`src/rtl/cycle_incr_scheduler_pkg.sv`:
```
// Shared types and default sizes for the round-robin increment scheduler.
package cycle_sched_pkg;

  localparam int DEF_NUM_REQ = 4;
  localparam int DEF_DATA_W  = 8;

  typedef enum logic [1:0] {
    IDLE = 2'd0,
    EXEC = 2'd1,
    RESP = 2'd2
  } state_t;

endpackage

```
`src/rtl/cycle_incr_scheduler_if.sv`:
```
// Requester-side and response-side handshake bundle of the increment scheduler.
interface cycle_sched_if
  import cycle_sched_pkg::*;
#(
  parameter int NUM_REQ = DEF_NUM_REQ,
  parameter int DATA_W  = DEF_DATA_W
);
  localparam int ID_W = $clog2(NUM_REQ);

  // A transfer happens only on a cycle where valid and ready are both high;
  // the source holds data stable while valid is high and ready is low.
  logic [NUM_REQ-1:0]        req_valid;
  logic [NUM_REQ*DATA_W-1:0] req_data;
  logic [NUM_REQ-1:0]        req_ready;
  logic                      rsp_valid;
  logic [DATA_W-1:0]         rsp_data;
  logic [ID_W-1:0]           rsp_id;
  logic                      rsp_wrap;
  logic                      rsp_ready;
  logic                      busy;

  modport master (
    output req_valid, req_data, rsp_ready,
    input  req_ready, rsp_valid, rsp_data, rsp_id, rsp_wrap, busy
  );

  modport slave (
    input  req_valid, req_data, rsp_ready,
    output req_ready, rsp_valid, rsp_data, rsp_id, rsp_wrap, busy
  );

endinterface

```
`src/rtl/cycle_incr_scheduler_incr_stage.sv`:
```
// Registered increment stage: captures din+1 (modulo 2^DATA_W) and an all-ones flag.
module incr_stage #(
  parameter int DATA_W = 8
) (
  input  logic              clk,
  input  logic              reset,
  input  logic              load_en,
  input  logic [DATA_W-1:0] din,
  output logic [DATA_W-1:0] dout,
  output logic              wrap
);

  logic [DATA_W-1:0] dout_q, dout_d;
  logic              wrap_q, wrap_d;

  always_comb begin
    dout_d = dout_q;
    wrap_d = wrap_q;
    if (load_en) begin
      dout_d = din + DATA_W'(1);
      wrap_d = &din;
    end
  end

  always_ff @(posedge clk or posedge reset) begin
    if (reset) begin
      dout_q <= '0;
      wrap_q <= 1'b0;
    end else begin
      dout_q <= dout_d;
      wrap_q <= wrap_d;
    end
  end

  assign dout = dout_q;
  assign wrap = wrap_q;

endmodule

```
`src/rtl/cycle_incr_scheduler.sv`:
```
// Round-robin scheduler granting one requester at a time to a shared
// increment stage; one result per grant, returned with the requester index.
module cycle_incr_scheduler
  import cycle_sched_pkg::*;
#(
  parameter int NUM_REQ = DEF_NUM_REQ,
  parameter int DATA_W  = DEF_DATA_W,
  localparam int ID_W   = $clog2(NUM_REQ)
) (
  input  logic            clk,
  input  logic            reset,
  cycle_sched_if.slave    sif,
  output state_t          dbg_state,
  output logic [ID_W-1:0] dbg_rr_ptr
);

  state_t            state_q, state_d;
  logic [ID_W-1:0]   rr_ptr_q, rr_ptr_d;
  logic [ID_W-1:0]   id_q, id_d;
  logic [DATA_W-1:0] op_q, op_d;

  logic              grant_found;
  logic [ID_W-1:0]   grant_idx;
  int                scan_idx;
  logic [NUM_REQ-1:0] req_ready_c;
  logic              load_en;
  logic [DATA_W-1:0] incr_out;
  logic              incr_wrap;

  // First valid requester at or after rr_ptr, wrapping past the top index.
  always_comb begin
    grant_found = 1'b0;
    grant_idx   = '0;
    scan_idx    = 0;
    for (int off = 0; off < NUM_REQ; off++) begin
      scan_idx = int'(rr_ptr_q) + off;
      if (scan_idx >= NUM_REQ) scan_idx = scan_idx - NUM_REQ;
      if (!grant_found && sif.req_valid[scan_idx]) begin
        grant_found = 1'b1;
        grant_idx   = ID_W'(scan_idx);
      end
    end
  end

  always_comb begin
    state_d     = state_q;
    rr_ptr_d    = rr_ptr_q;
    id_d        = id_q;
    op_d        = op_q;
    req_ready_c = '0;
    load_en     = 1'b0;
    case (state_q)
      IDLE: begin
        if (grant_found) begin
          req_ready_c[grant_idx] = 1'b1;
          op_d    = sif.req_data[grant_idx*DATA_W +: DATA_W];
          id_d    = grant_idx;
          state_d = EXEC;
        end
      end
      EXEC: begin
        load_en = 1'b1;
        state_d = RESP;
      end
      RESP: begin
        if (sif.rsp_ready) begin
          state_d  = IDLE;
          rr_ptr_d = (id_q == ID_W'(NUM_REQ - 1)) ? '0 : id_q + ID_W'(1);
        end
      end
      default: state_d = IDLE;
    endcase
  end

  always_ff @(posedge clk or posedge reset) begin
    if (reset) begin
      state_q  <= IDLE;
      rr_ptr_q <= '0;
      id_q     <= '0;
      op_q     <= '0;
    end else begin
      state_q  <= state_d;
      rr_ptr_q <= rr_ptr_d;
      id_q     <= id_d;
      op_q     <= op_d;
    end
  end

  incr_stage #(.DATA_W(DATA_W)) u_incr (
    .clk     (clk),
    .reset   (reset),
    .load_en (load_en),
    .din     (op_q),
    .dout    (incr_out),
    .wrap    (incr_wrap)
  );

  // The grant strobe is combinational, so it is masked while reset is asserted.
  assign sif.req_ready = reset ? '0 : req_ready_c;
  assign sif.rsp_valid = (state_q == RESP);
  assign sif.rsp_data  = incr_out;
  assign sif.rsp_id    = id_q;
  assign sif.rsp_wrap  = incr_wrap;
  assign sif.busy      = (state_q != IDLE);

  assign dbg_state  = state_q;
  assign dbg_rr_ptr = rr_ptr_q;

endmodule
```
`src/flat_wrapper.sv`:
```
// flat-port wrapper written by rule: the top's interface ports become plain ports
module cycle_incr_scheduler_flat import cycle_sched_pkg::*;
#(
  parameter int NUM_REQ = DEF_NUM_REQ,
  parameter int DATA_W  = DEF_DATA_W,
  localparam int ID_W   = $clog2(NUM_REQ)
)
  (clk, reset, dbg_state, dbg_rr_ptr, sif_req_valid, sif_req_data, sif_rsp_ready, sif_req_ready, sif_rsp_valid, sif_rsp_data, sif_rsp_id, sif_rsp_wrap, sif_busy);
  cycle_sched_if #(.NUM_REQ(NUM_REQ), .DATA_W(DATA_W)) sif_i ();
  input  logic clk;
  input  logic reset;
  output state_t dbg_state;
  output logic [ID_W-1:0] dbg_rr_ptr;
  input wire logic [$bits(sif_i.req_valid)-1:0] sif_req_valid;
  input wire logic [$bits(sif_i.req_data)-1:0] sif_req_data;
  input wire logic [$bits(sif_i.rsp_ready)-1:0] sif_rsp_ready;
  output wire logic [$bits(sif_i.req_ready)-1:0] sif_req_ready;
  output wire logic [$bits(sif_i.rsp_valid)-1:0] sif_rsp_valid;
  output wire logic [$bits(sif_i.rsp_data)-1:0] sif_rsp_data;
  output wire logic [$bits(sif_i.rsp_id)-1:0] sif_rsp_id;
  output wire logic [$bits(sif_i.rsp_wrap)-1:0] sif_rsp_wrap;
  output wire logic [$bits(sif_i.busy)-1:0] sif_busy;
  assign sif_i.req_valid = sif_req_valid;
  assign sif_i.req_data = sif_req_data;
  assign sif_i.rsp_ready = sif_rsp_ready;
  assign sif_req_ready = sif_i.req_ready;
  assign sif_rsp_valid = sif_i.rsp_valid;
  assign sif_rsp_data = sif_i.rsp_data;
  assign sif_rsp_id = sif_i.rsp_id;
  assign sif_rsp_wrap = sif_i.rsp_wrap;
  assign sif_busy = sif_i.busy;
  cycle_incr_scheduler #(.NUM_REQ(NUM_REQ), .DATA_W(DATA_W)) u_core (.clk(clk), .reset(reset), .sif(sif_i), .dbg_state(dbg_state), .dbg_rr_ptr(dbg_rr_ptr));
endmodule
```
`config.mk`:
```
export PLATFORM = sky130hd
export DESIGN_NAME = cycle_incr_scheduler_flat
export DESIGN_NICKNAME = d
export VERILOG_FILES = /design/src/rtl/cycle_incr_scheduler_pkg.sv /design/src/rtl/cycle_incr_scheduler_if.sv /design/src/rtl/cycle_incr_scheduler_incr_stage.sv /design/src/rtl/cycle_incr_scheduler.sv /design/src/flat_wrapper.sv
export SDC_FILE = /design/constraint.sdc
export NUM_CORES = 1
export LEC_CHECK = 0
export CAP_MARGIN = 40
export CORE_MARGIN = 3
export CORE_UTILIZATION = 43
export CTS_BUF_LIST = sky130_fd_sc_hd__clkbuf_8
export CTS_CLUSTER_SIZE = 28
export DETAILED_ROUTE_END_ITERATION = 6
export GPL_TIMING_DRIVEN = 0
export PLACE_DENSITY = 0.79
export SLEW_MARGIN = 20
export SYNTH_ARGS = -nofsm -noshare
export SYNTH_HDL_FRONTEND = slang
export SYNTH_SLANG_ARGS = --single-unit
```
`constraint.sdc`:
```
create_clock -name clk -period 2.21 [get_ports clk]
set_input_delay 0.221 -clock clk [delete_from_list [all_inputs] [get_ports clk]]
set_output_delay 0.221 -clock clk [all_outputs]
set_load 0.02 [all_outputs]
```
==> results of run 1 <==
==> registers in the layout, indices dropped and copies added, names as in the netlist <==
name / count
u_core.sif.rsp_id: 2
u_core.dbg_rr_ptr: 2
u_core.u_incr.dout: 8
u_core.op_q: 8
u_core.u_incr.wrap: 1
u_core.dbg_state: 2
==> power breakdown <==
group / internal [uW] / leakage (uW) / switching, uW / total, uW
sequential: 634 / 0.000272 / 176 / 809
clock: 126 / 0.0000255 / 131 / 257
combinational: 806 / 0.000576 / 907 / 1710
total: 1570 / 0.000874 / 1210 / 2780
==> worst min-delay path by stage <==
stage                          startpoint                    end  slack [ps]  cells past startpoint
finish              u_core.u_incr.dout[0]  u_core.u_incr.dout[0]         480                      2
global route           u_core.u_incr.wrap     u_core.u_incr.wrap         510                      2
CTS                 u_core.u_incr.dout[6]  u_core.u_incr.dout[6]         490                      2
detailed placement  u_core.u_incr.dout[6]  u_core.u_incr.dout[6]         470                      2
global placement    u_core.u_incr.dout[3]  u_core.u_incr.dout[3]         460                      2
floorplan                           reset   u_core.dbg_rr_ptr[0]         220                      1
==> area by class of cell <==
| type | instances | area [um^2] | area share [%] |
|---|---|---|---|
| multi-input combinational | 105 | 824.5 | 37.74 |
| inverter | 4 | 15.01 | 0.6873 |
| buffer | 7 | 51.30 | 2.348 |
| timing repair buffer | 63 | 615.6 | 28.18 |
| sequential | 23 | 576.8 | 26.40 |
| clock buffer | 3 | 41.29 | 1.890 |
| clock inverter | 1 | 5.005 | 0.2291 |
| tap | 44 | 55.05 | 2.520 |
==> cell usage in the layout, fill, tap and decap left out, drive strengths merged, types with 4 or more instances in the layout <==
cell type and n:
a2111oi 8, a211oi 8, a21boi 8, buf 13
clkbuf 5, clkdlybuf4s50 55, dfrtp 23, mux2i 9
nand2 15, nand3 4, nor2 9, nor4 5
o21ai 11, xor2 4
==> critical path, cell delays in order (launching register included) <==
cell	delay, ps
dfrtp_1	380
or2_4	260
or2_1	240
buf_6	150
buf_6	150
nor4_4	260
buf_4	180
==> what timing repair did <==
| action | 4_1_cts | 5_1_grt |
|---|---|---|
| gates resized for setup | 26 | 9 |
| buffers inserted | 2 | 1 |
| pin swaps | 0 | 2 |
| endpoints found under the setup margin | 4 | 4 |
==> kinds of logic (layout without fill, tap and decap cells) <==
logic type	Yosys count	after routing
compound gates	45	45
xor+xnor	6	6
fa+ha+maj	2	2
buf+inv	11	78
flops	23	23
mux	11	11
simple gates	41	41
==> metrics by stage <==
step,setup TNS [ps],power [uW],cell area [um^2]
after floorplan,-496.5,1830,1406
after global placement,-1576,2384,2052
after detailed placement,-1569,2428,2052
after CTS,0,2739,2125
after global routing,0,3016,2185
final,0,2779,2185
==> layer usage <==
layer | wire length [um] | part of all wire, %
met5 | 0 | 0
met4 | 57 | 1.6
met3 | 195 | 5.6
met2 | 1740 | 50
met1 | 1482 | 43
==> impl_table.tex, run 1 <==
\begin{tabular}{lr}
\hline
Metric & Value \\
\hline
\multicolumn{2}{l}{\textbf{Timing}} \\
Part of the cycle the worst path needs & 95.67\% \\
Post-route clock skew & 2.371 ps \\
Tightest slew margin relative to the limit & 65.36\% \\
Unrepaired setup endpoints after global routing & false \\
Setup violations, final & 0 \\
Maximum clock rate & 473.0 MHz \\
Post-layout min period & 2114 ps \\
Setup ws final & $\sim$96 ps \\
Transition at the pin with the smallest max-transition slack & 517.7 ps \\
Smallest hold slack & 483.6 ps \\
Final Hold Fails & 0 \\
Number of max-slew violations in the final report & 0 \\
\multicolumn{2}{l}{\textbf{Drt}} \\
DR iter-0 viols & 23 \\
Vias & roughly 1,300 \\
WL per Instance & 13.90 um \\
Total wire length after detailed routing & approximately 3.5 mm \\
Remaining design rule violation count & 0 \\
Number of optimization iterations in the first detailed-route pass & 4 \\
Drt via density & roughly 5.3 \\
Detail Route Antenna Nets & 0 \\
\multicolumn{2}{l}{\textbf{Run status}} \\
Outcome & complete, no violations \\
\multicolumn{2}{l}{\textbf{Clock network}} \\
CTS sink count & 23 \\
Count of H-tree levels built during CTS & 1 \\
Worst-Skew Late Latency & 260 ps \\
Number of buffers inserted for hold repair after clock tree synthesis & 0 \\
CTS tree & yes \\
Clock-pin slew of the registers on the worst-case setup and hold paths & around 80 ps \\
Largest buffer count on any clock path & 2 \\
Clk root buf & clkbuf\_8 \\
Inserted Clock Buffers & 3 \\
\multicolumn{2}{l}{\textbf{Die}} \\
Site Rows & 20 \\
Chip Height & 63.19 um \\
Width of the chip & 63.19 um \\
Placeable core region & 3078 um\^{}2 \\
Area of the die & 3993 um\^{}2 \\
Starting density of the core & 45.69\% \\
Top-level port count & 60 \\
\multicolumn{2}{l}{\textbf{Logic synthesis}} \\
Avg Inst Size Synth & 10.12 um\^{}2 \\
Cell types with the highest counts after synthesis & dfrtp\_1, nand2\_1, o21ai\_0, mux2i\_1, nor2\_1 \\
Mapped cell area & between 1000 and 1500 um\^{}2 \\
Area fraction of the dominant cell type after synthesis & 40.93\% \\
Multiplexer share of the synthesized area & 8.007\% \\
Most area-hungry cell type in the Yosys netlist & dfrtp\_1 \\
Top flip-flop cell by instance count after synthesis & dfrtp\_1 \\
FFs w/ async S/R, synth & 100.0\% \\
Post-Syn Nets & 180 \\
Top post-synthesis cells by area & dfrtp\_1, a2111oi\_2, mux2i\_1, a211oi\_1, a21boi\_0 \\
Number of synthesized flops with an enable pin & 0 \\
Flop and latch count out of synthesis & 23 \\
Seq/Total Area, Yosys & 40.93\% \\
Most frequent cell after synthesis & dfrtp\_1 \\
Post-synthesis xor/xnor area fraction & 3.737\% \\
Main combinational cell family by area after synthesis & compound AO/OA/AOI/OAI gates \\
Share of synthesized cell area in and, or, nand and nor gates & 14.68\% \\
Area share of fa/ha/maj cells after synthesis & 1.779\% \\
Distinct cell type count after synthesis & 32 \\
Cell count after synthesis & 139 \\
Synthesis Warnings & 0 \\
Compound-cell area share of the yosys netlist & 26.60\% \\
\multicolumn{2}{l}{\textbf{Global routing}} \\
Overall Global Routing Usage & 19.00\% \\
Overflow left after global routing & 0 \\
Met2 demand-to-capacity share in global routing & between 30 and 40\% \\
Largest net degree at the start of global routing & 24 \\
Vias in the first global route & around 1,400 \\
Fraction of met1 tracks used by global routing & between 20\% and 30\% \\
M3 GR Usage & 1.426\% \\
Antenna violations before repair & 0 \\
First-pass GRT wire length & 6.251 mm \\
Global route hottest layer & met2 \\
\multicolumn{2}{l}{\textbf{Worst setup path}} \\
Launching element of the worst setup path & u\_core.dbg\_state[0] \\
Startpoint of the most critical register-to-register path & u\_core.dbg\_rr\_ptr[1] \\
Startpoint type of the worst setup path & flip-flop \\
Worst Setup End Kind & output pin \\
Arrival time at the worst endpoint & 1890 ps \\
Maximum fanout along the worst path & 10 \\
Setup slack, reg-to-reg & 400 ps \\
Capture point of the worst reg-to-reg path & u\_core.op\_q[6] \\
Endpoint of the worst setup timing path & sif\_req\_ready[1] \\
Cells on worst reg2reg path & 6 \\
Kind of critical path & reg -> out \\
Required time of the critical path & 1990 ps \\
\multicolumn{2}{l}{\textbf{Placed design}} \\
Detailed-placement wirelength estimate & between 2 and 3 mm \\
Total instance count after detailed placement & roughly 240 \\
GPL Wtd Cong & 0.8170 \\
Post-Place Worst Slack & -405.6 ps \\
Port-buffer cells & 59 \\
\multicolumn{2}{l}{\textbf{Layout}} \\
Area growth from synthesis to final layout & 55.34\% \\
Final std cells w/o fill & 250 \\
Fill cell count & 228 \\
Layout cell share with drive strength beyond 1 & $\sim$17\% \\
Diode insertion count for antenna repair & 0 \\
Fraction of the core area covered by cells at the end of the flow & 70.98\% \\
Final net count & 248 \\
\multicolumn{2}{l}{\textbf{Power and ir drop}} \\
Lkg Pwr & between 0.0008 and 0.0009 uW \\
Peak supply drop & around 0.00082 V \\
Power Density & roughly 1300 nW/um\^{}2 \\
\multicolumn{2}{l}{\textbf{Job}} \\
Max-capacitance violation count & 0 \\
\multicolumn{2}{l}{\textbf{Worst hold path}} \\
Worst Hold Class & reg -> reg \\
\hline
\end{tabular}
Note: power is estimated with default switching activity, not from simulation.
==> inputs of run 2 (changes only) <==
- CELL_PAD_IN_SITES_DETAIL_PLACEMENT: not set -> 1
- CELL_PAD_IN_SITES_GLOBAL_PLACEMENT: not set -> 2
- CORE_UTILIZATION: 43 -> 25
==> run 2 against run 1 <==
Compared with the run above:
- sequential power grew 0.7%
- fmax shrank 0.93%
- cell count grew 12%
- final area grew 3.8%
- non-clock buffer count grew 3
- first-iteration DRC count grew 70%
- die area grew 64%
- combinational power grew 6%
- register-to-register slack lost 240 ps
- setup slack lost 20 ps
==> impl_table.tex, run 2 (same netlist as run 1, synthesis figures left out) <==
\begin{tabular}{lr}
\hline
Metric & Value \\
\hline
\multicolumn{2}{l}{\textbf{Worst setup path}} \\
Worst-path cell with the longest stage delay & dfrtp\_2 \\
Kind of critical path & reg -> out \\
Worst Setup End Kind & output pin \\
Critical-path cell list & buf\_6, nand2b\_4, a21o\_4, and2\_1, buf\_6, nor4\_4, buf\_4 \\
Number of logic stages on the critical path including buffering & 7 \\
Critical Path Max Stage Delay & between 400 and 500 ps \\
Maximum fanout along the worst path & 6 \\
Number of buffer and inverter instances along the worst setup path & 3 \\
Arrival time at the worst endpoint & 1910 ps \\
Required time of the critical path & 1990 ps \\
Kind of cell with the highest combined delay on the critical path & simple AND/OR/NAND/NOR gates \\
Most used cell, CP & buf\_6 \\
Cells on worst reg2reg path & 8 \\
Startpoint type of the worst setup path & flip-flop \\
\multicolumn{2}{l}{\textbf{Placed design}} \\
Detailed-placement wirelength estimate & between 3 and 4 mm \\
Port-buffer cells & roughly 60 \\
GPL Wtd Cong & approximately 0.74 \\
Placement-stage cell area & 2100 um\^{}2 \\
\multicolumn{2}{l}{\textbf{Timing}} \\
Setup violations, final & 0 \\
Number of max-slew violations in the final report & 0 \\
Final Hold Fails & 0 \\
Post-layout min period & 2134 ps \\
Post-route clock skew & 1.804 ps \\
Part of the cycle the worst path needs & 96.57\% \\
Maximum clock rate & 468.5 MHz \\
Unrepaired setup endpoints after global routing & true \\
Final sum of negative setup slack & 0 ps \\
Tightest slew margin relative to the limit & 63.82\% \\
Transition at the pin with the smallest max-transition slack & 540.8 ps \\
\multicolumn{2}{l}{\textbf{Drt}} \\
Vias & 1,303 \\
Detail Route Antenna Nets & 0 \\
Total wire length after detailed routing & 4.182 mm \\
Drt via density & 4.670 \\
WL per Instance & approximately 15 um \\
Remaining design rule violation count & 0 \\
DR iter-0 viols & 39 \\
Number of optimization iterations in the first detailed-route pass & 4 \\
\multicolumn{2}{l}{\textbf{Worst hold path}} \\
Worst Hold Class & reg -> reg \\
Cell depth of the worst hold path & 2 \\
\multicolumn{2}{l}{\textbf{Power and ir drop}} \\
Power Density & 1274 nW/um\^{}2 \\
Peak supply drop & $\sim$0.00042 V \\
Lkg Pwr & 0.0009053 uW \\
\multicolumn{2}{l}{\textbf{Global routing}} \\
Antenna violations before repair & 0 \\
Overall Global Routing Usage & between 10 and 15\% \\
Largest net degree at the start of global routing & 15 \\
Overflow left after global routing & 0 \\
Vias in the first global route & 1,434 \\
First-pass GRT wire length & 6.982 mm \\
\multicolumn{2}{l}{\textbf{Layout}} \\
Layout cell share with drive strength beyond 1 & roughly a fifth \\
Diode insertion count for antenna repair & 0 \\
Final standard cell area without fillers & 2267 um\^{}2 \\
Leading cell types in the layout, fill and taps excluded & clkdlybuf4s50\_1, dfrtp\_1, nand2\_1, o21ai\_0, buf\_4 \\
Area growth from synthesis to final layout & 61.21\% \\
Final net count & 251 \\
Most common library cell in the layout ignoring fill and taps & clkdlybuf4s50\_1 \\
\multicolumn{2}{l}{\textbf{Clock network}} \\
Inserted Clock Buffers & 3 \\
Count of H-tree levels built during CTS & 1 \\
Clock-pin slew of the registers on the worst-case setup and hold paths & 80 ps \\
Worst-Skew Late Latency & 260 ps \\
Clk root buf & clkbuf\_8 \\
CTS tree & yes \\
Number of buffers inserted for hold repair after clock tree synthesis & 0 \\
CTS sink count & 23 \\
Largest buffer count on any clock path & 2 \\
\multicolumn{2}{l}{\textbf{Die}} \\
Site Rows & 26 \\
Starting density of the core & 26.69\% \\
Width of the chip & 81 um \\
Chip Height & 81 um \\
Placeable core region & 5270 um\^{}2 \\
Top-level port count & 60 \\
Area of the die & 6561 um\^{}2 \\
\multicolumn{2}{l}{\textbf{Job}} \\
Max-capacitance violation count & 0 \\
\multicolumn{2}{l}{\textbf{Run status}} \\
Outcome & complete, no violations \\
\hline
\end{tabular}
==> run 2: final timing paths <==
check | slack, ps | startpoint | end
setup / recovery | 80 | u_core.dbg_rr_ptr[1] | sif_req_ready[2]
hold / removal | 490 | u_core.u_incr.dout[7] | u_core.u_incr.dout[7]
setup reg to reg | 160 | u_core.dbg_rr_ptr[1] | u_core.op_q[7]
hold reg to reg | 490 | u_core.u_incr.dout[7] | u_core.u_incr.dout[7]
max in group asynchronous | 1180 | reset | u_core.dbg_rr_ptr[1]
min in group asynchronous | 590 | reset | u_core.op_q[1]
==> run 2: layout make-up <==
cell class,count,area (um^2)
fill,594,3003
multi-input combinational,105,834.6
timing repair buffer,66,646.9
sequential,23,576.8
tap,70,87.58
buffer,7,60.06
clock buffer,3,41.29
inverter,4,15.01
clock inverter,1,5.005
==> run 2: through the flow <==
step	hold WS (ps)	util [%]	power (uW)	std cells	setup slack, ps
floorplan	222.9	-	1830	139	-124.1
global placement	463.2	39.55	2429	268	-438.9
detailed placement	483.0	39.84	2494	269	-477.8
CTS	501.1	42.07	2871	276	43.88
global route	533.9	43.02	3150	279	-19.72
finish	491.4	43.02	2888	279	75.74
==> run 2: repair_timing <==
action | in CTS | in global routing
pin swaps | 0 | 5
setup endpoints to repair | 4 | 4
resized for setup | 35 | 9
buffers inserted | 3 | 3
==> run 2: report_power, final <==
group,internal [uW],switching [uW]
combinational,858,961
clock,126,129
sequential,634,181
==> run 2: per-layer routing <==
metal / global-route usage (%) / share of wire [%]
met1: 17.44 / 43
met2: 24.55 / 53
met3: 1.330 / 2.7
met4: 4.561 / 1.3
met5: 0 / 0
==> run 2: worst register-to-register path: stages, from the launching register on <==
cell	delay (ps)
dfrtp_2	460
buf_6	140
nand2b_4	140
a21o_4	200
and2_1	160
buf_6	130
buf_4	170
a2111oi_2	410
a211oi_1	100
==> inputs of run 3 (changes only) <==
--- a/config.mk
+++ b/config.mk
@@ -7,2 +7,3 @@
 export LEC_CHECK = 0
+export ABC_AREA = 1
 export CAP_MARGIN = 40
@@ -11,3 +12,3 @@
 export CORE_MARGIN = 3
-export CORE_UTILIZATION = 25
+export CORE_UTILIZATION = 23
 export CTS_BUF_LIST = sky130_fd_sc_hd__clkbuf_8
@@ -16,3 +17,3 @@
 export GPL_TIMING_DRIVEN = 0
-export PLACE_DENSITY = 0.79
+export PLACE_DENSITY = 0.78
 export SLEW_MARGIN = 20
@@ -20,2 +21,3 @@
 export SYNTH_HDL_FRONTEND = slang
+export SYNTH_HIERARCHICAL = 1
 export SYNTH_SLANG_ARGS = --single-unit
--- a/constraint.sdc
+++ b/constraint.sdc
@@ -3,2 +3,2 @@
 set_output_delay 0.221 -clock clk [all_outputs]
-set_load 0.02 [all_outputs]
+set_load 0.1 [all_outputs]
==> run 3 against run 2 <==
Compared with the run above:
- the run now ends with negative setup slack left
- register-to-register slack got worse by 180 ps
- count of clock-buffer cells in the layout stayed put
- clock skew increased by 0.58 ps
- cell count increased by 67%
- synthesized cell count is 92% higher
- fmax decreased by 16%
- final area is 48% higher
- synthesized area rose by 21%
- utilization rose by 5.0 points
- critical path depth rose by 5
- critical path type unchanged
- critical endpoint is now sif_req_ready[1]
- largest cell class unchanged
==> impl_table.tex, run 3 <==
\begin{tabular}{lr}
\hline
Metric & Value \\
\hline
\multicolumn{2}{l}{\textbf{Clock network}} \\
CTS tree & yes \\
Count of H-tree levels built during CTS & 1 \\
Largest buffer count on any clock path & 2 \\
Worst-Skew Late Latency & 270 ps \\
Clock-pin slew of the registers on the worst-case setup and hold paths & approximately 80 ps \\
Clk root buf & clkbuf\_8 \\
Inserted Clock Buffers & 3 \\
Number of buffers inserted for hold repair after clock tree synthesis & 0 \\
CTS sink count & 23 \\
\multicolumn{2}{l}{\textbf{Job}} \\
Max-capacitance violation count & 0 \\
\multicolumn{2}{l}{\textbf{Drt}} \\
WL per Instance & 13.79 um \\
Number of optimization iterations in the first detailed-route pass & 4 \\
DR iter-0 viols & 61 \\
Total wire length after detailed routing & 6.413 mm \\
Drt via density & 4.378 \\
Vias & 2,036 \\
Detail Route Antenna Nets & 0 \\
Remaining design rule violation count & 0 \\
\multicolumn{2}{l}{\textbf{Global routing}} \\
Antenna violations before repair & 0 \\
Overall Global Routing Usage & 14.93\% \\
Vias in the first global route & 2,161 \\
Largest net degree at the start of global routing & 16 \\
Overflow left after global routing & 0 \\
First-pass GRT wire length & 10.45 mm \\
\multicolumn{2}{l}{\textbf{Worst setup path}} \\
Kind of cell with the highest combined delay on the critical path & simple AND/OR/NAND/NOR gates \\
Arrival time at the worst endpoint & 2320 ps \\
Cells on worst reg2reg path & 18 \\
Worst Setup End Kind & output pin \\
Maximum fanout along the worst path & 7 \\
Number of logic stages on the critical path including buffering & 12 \\
Required time of the critical path & 1990 ps \\
Kind of critical path & reg -> out \\
Critical-path cell list & clkinv\_8, buf\_6, nand2\_4, nand3\_4, nand2\_4, nor2\_4, a21boi\_2, nand2\_2, nor2\_4, clkinv\_4, nor3\_4, buf\_12 \\
Worst-path cell with the longest stage delay & dfrtp\_4 \\
Startpoint type of the worst setup path & flip-flop \\
Number of buffer and inverter instances along the worst setup path & 4 \\
Critical Path Max Stage Delay & between 500 and 600 ps \\
\multicolumn{2}{l}{\textbf{Die}} \\
Site Rows & 30 \\
Width of the chip & just over 90 um \\
Top-level port count & 60 \\
Starting density of the core & 24.32\% \\
Area of the die & around 8400 um\^{}2 \\
Chip Height & 91.92 um \\
Placeable core region & 6982 um\^{}2 \\
\multicolumn{2}{l}{\textbf{Layout}} \\
Most common library cell in the layout ignoring fill and taps & nand2\_1 \\
Leading cell types in the layout, fill and taps excluded & nand2\_1, clkdlybuf4s50\_1, nand3\_1, dfrtp\_1 \\
Final net count & 411 \\
Area growth from synthesis to final layout & 97.27\% \\
Diode insertion count for antenna repair & 0 \\
Layout cell share with drive strength beyond 1 & 32.79\% \\
\multicolumn{2}{l}{\textbf{Logic synthesis}} \\
Top post-synthesis cells by area & dfrtp\_1, nand2\_1, nand3\_1, inv\_1, buf\_6 \\
Post-Syn Nets & 308 \\
Multiplexer share of the synthesized area & 0\% \\
Compound-cell area share of the yosys netlist & around 6.0\% \\
Cell count after synthesis & 267 \\
Share of synthesized cell area in and, or, nand and nor gates & 49.23\% \\
Avg Inst Size Synth & 6.359 um\^{}2 \\
Flop and latch count out of synthesis & 23 \\
Distinct cell type count after synthesis & 28 \\
Number of synthesized flops with an enable pin & 0 \\
Seq/Total Area, Yosys & 33.90\% \\
Main combinational cell family by area after synthesis & simple AND/OR/NAND/NOR gates \\
Area share of fa/ha/maj cells after synthesis & 1.474\% \\
Cell types with the highest counts after synthesis & nand2\_1, nand3\_1, dfrtp\_1, inv\_1, nor2\_1 \\
Top flip-flop cell by instance count after synthesis & dfrtp\_1 \\
Synthesis Warnings & 6 \\
Most frequent cell after synthesis & nand2\_1 \\
Mapped cell area & 1698 um\^{}2 \\
Area fraction of the dominant cell type after synthesis & 33.90\% \\
FFs w/ async S/R, synth & 100.0\% \\
Most area-hungry cell type in the Yosys netlist & dfrtp\_1 \\
Post-synthesis xor/xnor area fraction & 0\% \\
\multicolumn{2}{l}{\textbf{Timing}} \\
Setup violations, final & 5 \\
Final sum of negative setup slack & -1221 ps \\
Maximum clock rate & 393.5 MHz \\
Number of max-slew violations in the final report & 0 \\
Tightest slew margin relative to the limit & between 50\% and 60\% \\
Smallest hold slack & $\sim$250 ps \\
Post-route clock skew & 2.381 ps \\
Unrepaired setup endpoints after global routing & true \\
Setup ws final & -331.1 ps \\
Final Hold Fails & 0 \\
Part of the cycle the worst path needs & 115.0\% \\
Transition at the pin with the smallest max-transition slack & 692.9 ps \\
Post-layout min period & 2541 ps \\
\multicolumn{2}{l}{\textbf{Placed design}} \\
Port-buffer cells & 59 \\
GPL Wtd Cong & 0.7576 \\
Detailed-placement wirelength estimate & 4.522 mm \\
\multicolumn{2}{l}{\textbf{Worst hold path}} \\
Worst Hold Class & in -> async \\
\multicolumn{2}{l}{\textbf{Run status}} \\
Outcome & complete, but fails checks \\
Failing checks & negative setup slack \\
\hline
\end{tabular}
-- run 3: repair_timing --
action	in CTS	in global routing
setup buffers	13	7
endpoints found under the hold margin	0	0
resized for setup	30	48
pin swaps	19	12
endpoints found under the setup margin	4	14
cloned	1	1
-- run 3: kinds of logic after synthesis --
kind of cell,after synthesis
fa+ha+maj,2
flops,23
buf+inv,32
simple gates,195
compound gates,15
-- run 3: worst paths after layout --
kind | startpoint | to | slack, ps
setup / recovery | u_core/dbg_rr_ptr[0] | sif_req_ready[1] | -330
hold / removal | reset | u_core/u_incr/dout[3] | 250
setup reg to reg | u_core/dbg_rr_ptr[0] | u_core/op_q[3] | -20
hold reg to reg | u_core/u_incr/dout[5] | u_core/u_incr/dout[5] | 490
max in group asynchronous | reset | u_core/dbg_rr_ptr[1] | 1300
min in group clk | u_core/u_incr/dout[5] | u_core/u_incr/dout[5] | 490
-- run 3: per-layer routing --
metal / up-vias / global-route usage [%] / share of wire [%]
li1: 1041 / - / -
met1: 947 / 19.05 / 43
met2: 43 / 26.52 / 52
met3: 5 / 2.215 / 4.0
met4: 0 / 3.342 / 0.84
met5: - / 0 / 0
-- run 3: worst reg2reg max path: stages, from the launching register on --
cell,delay [ps]
dfrtp_4,550
clkinv_8,130
buf_6,140
nand2_1,50
nand2_1,60
nand2_1,80
nand2_2,60
nor2_4,140
nand3_4,110
nand2_4,100
nand2_4,60
buf_4,150
clkbuf_16,140
nand2_1,50
nand2_1,50
nand2_1,70
nand2_1,60
nand2_1,70
nand2_1,60
-- run 3: area by class of cell --
type                       instances  area, um^2
fill                             864        3632
buffer                             9       111.4
clock inverter                     1       5.005
inverter                          23       113.9
timing repair buffer              98        1116
sequential                        23       583.1
tap                               96       120.1
clock buffer                       3       41.29
multi-input combinational        212        1259
-- run 3: through the flow --
step	utilization [%]	instance area (um^2)	cells	worst slack (ps)
after CTS	44.35	3097	457	-198.6
after floorplan	-	1810	267	-398.3
final	47.97	3349	465	-331.1
after global routing	47.97	3349	465	-453.8
after detailed placement	40.81	2849	443	-598.6
after global placement	36.11	2521	422	-1007
Power of run 3 is not shown: default switching activity piles up to over one toggle a cycle in this logic, so the estimate is an artifact.
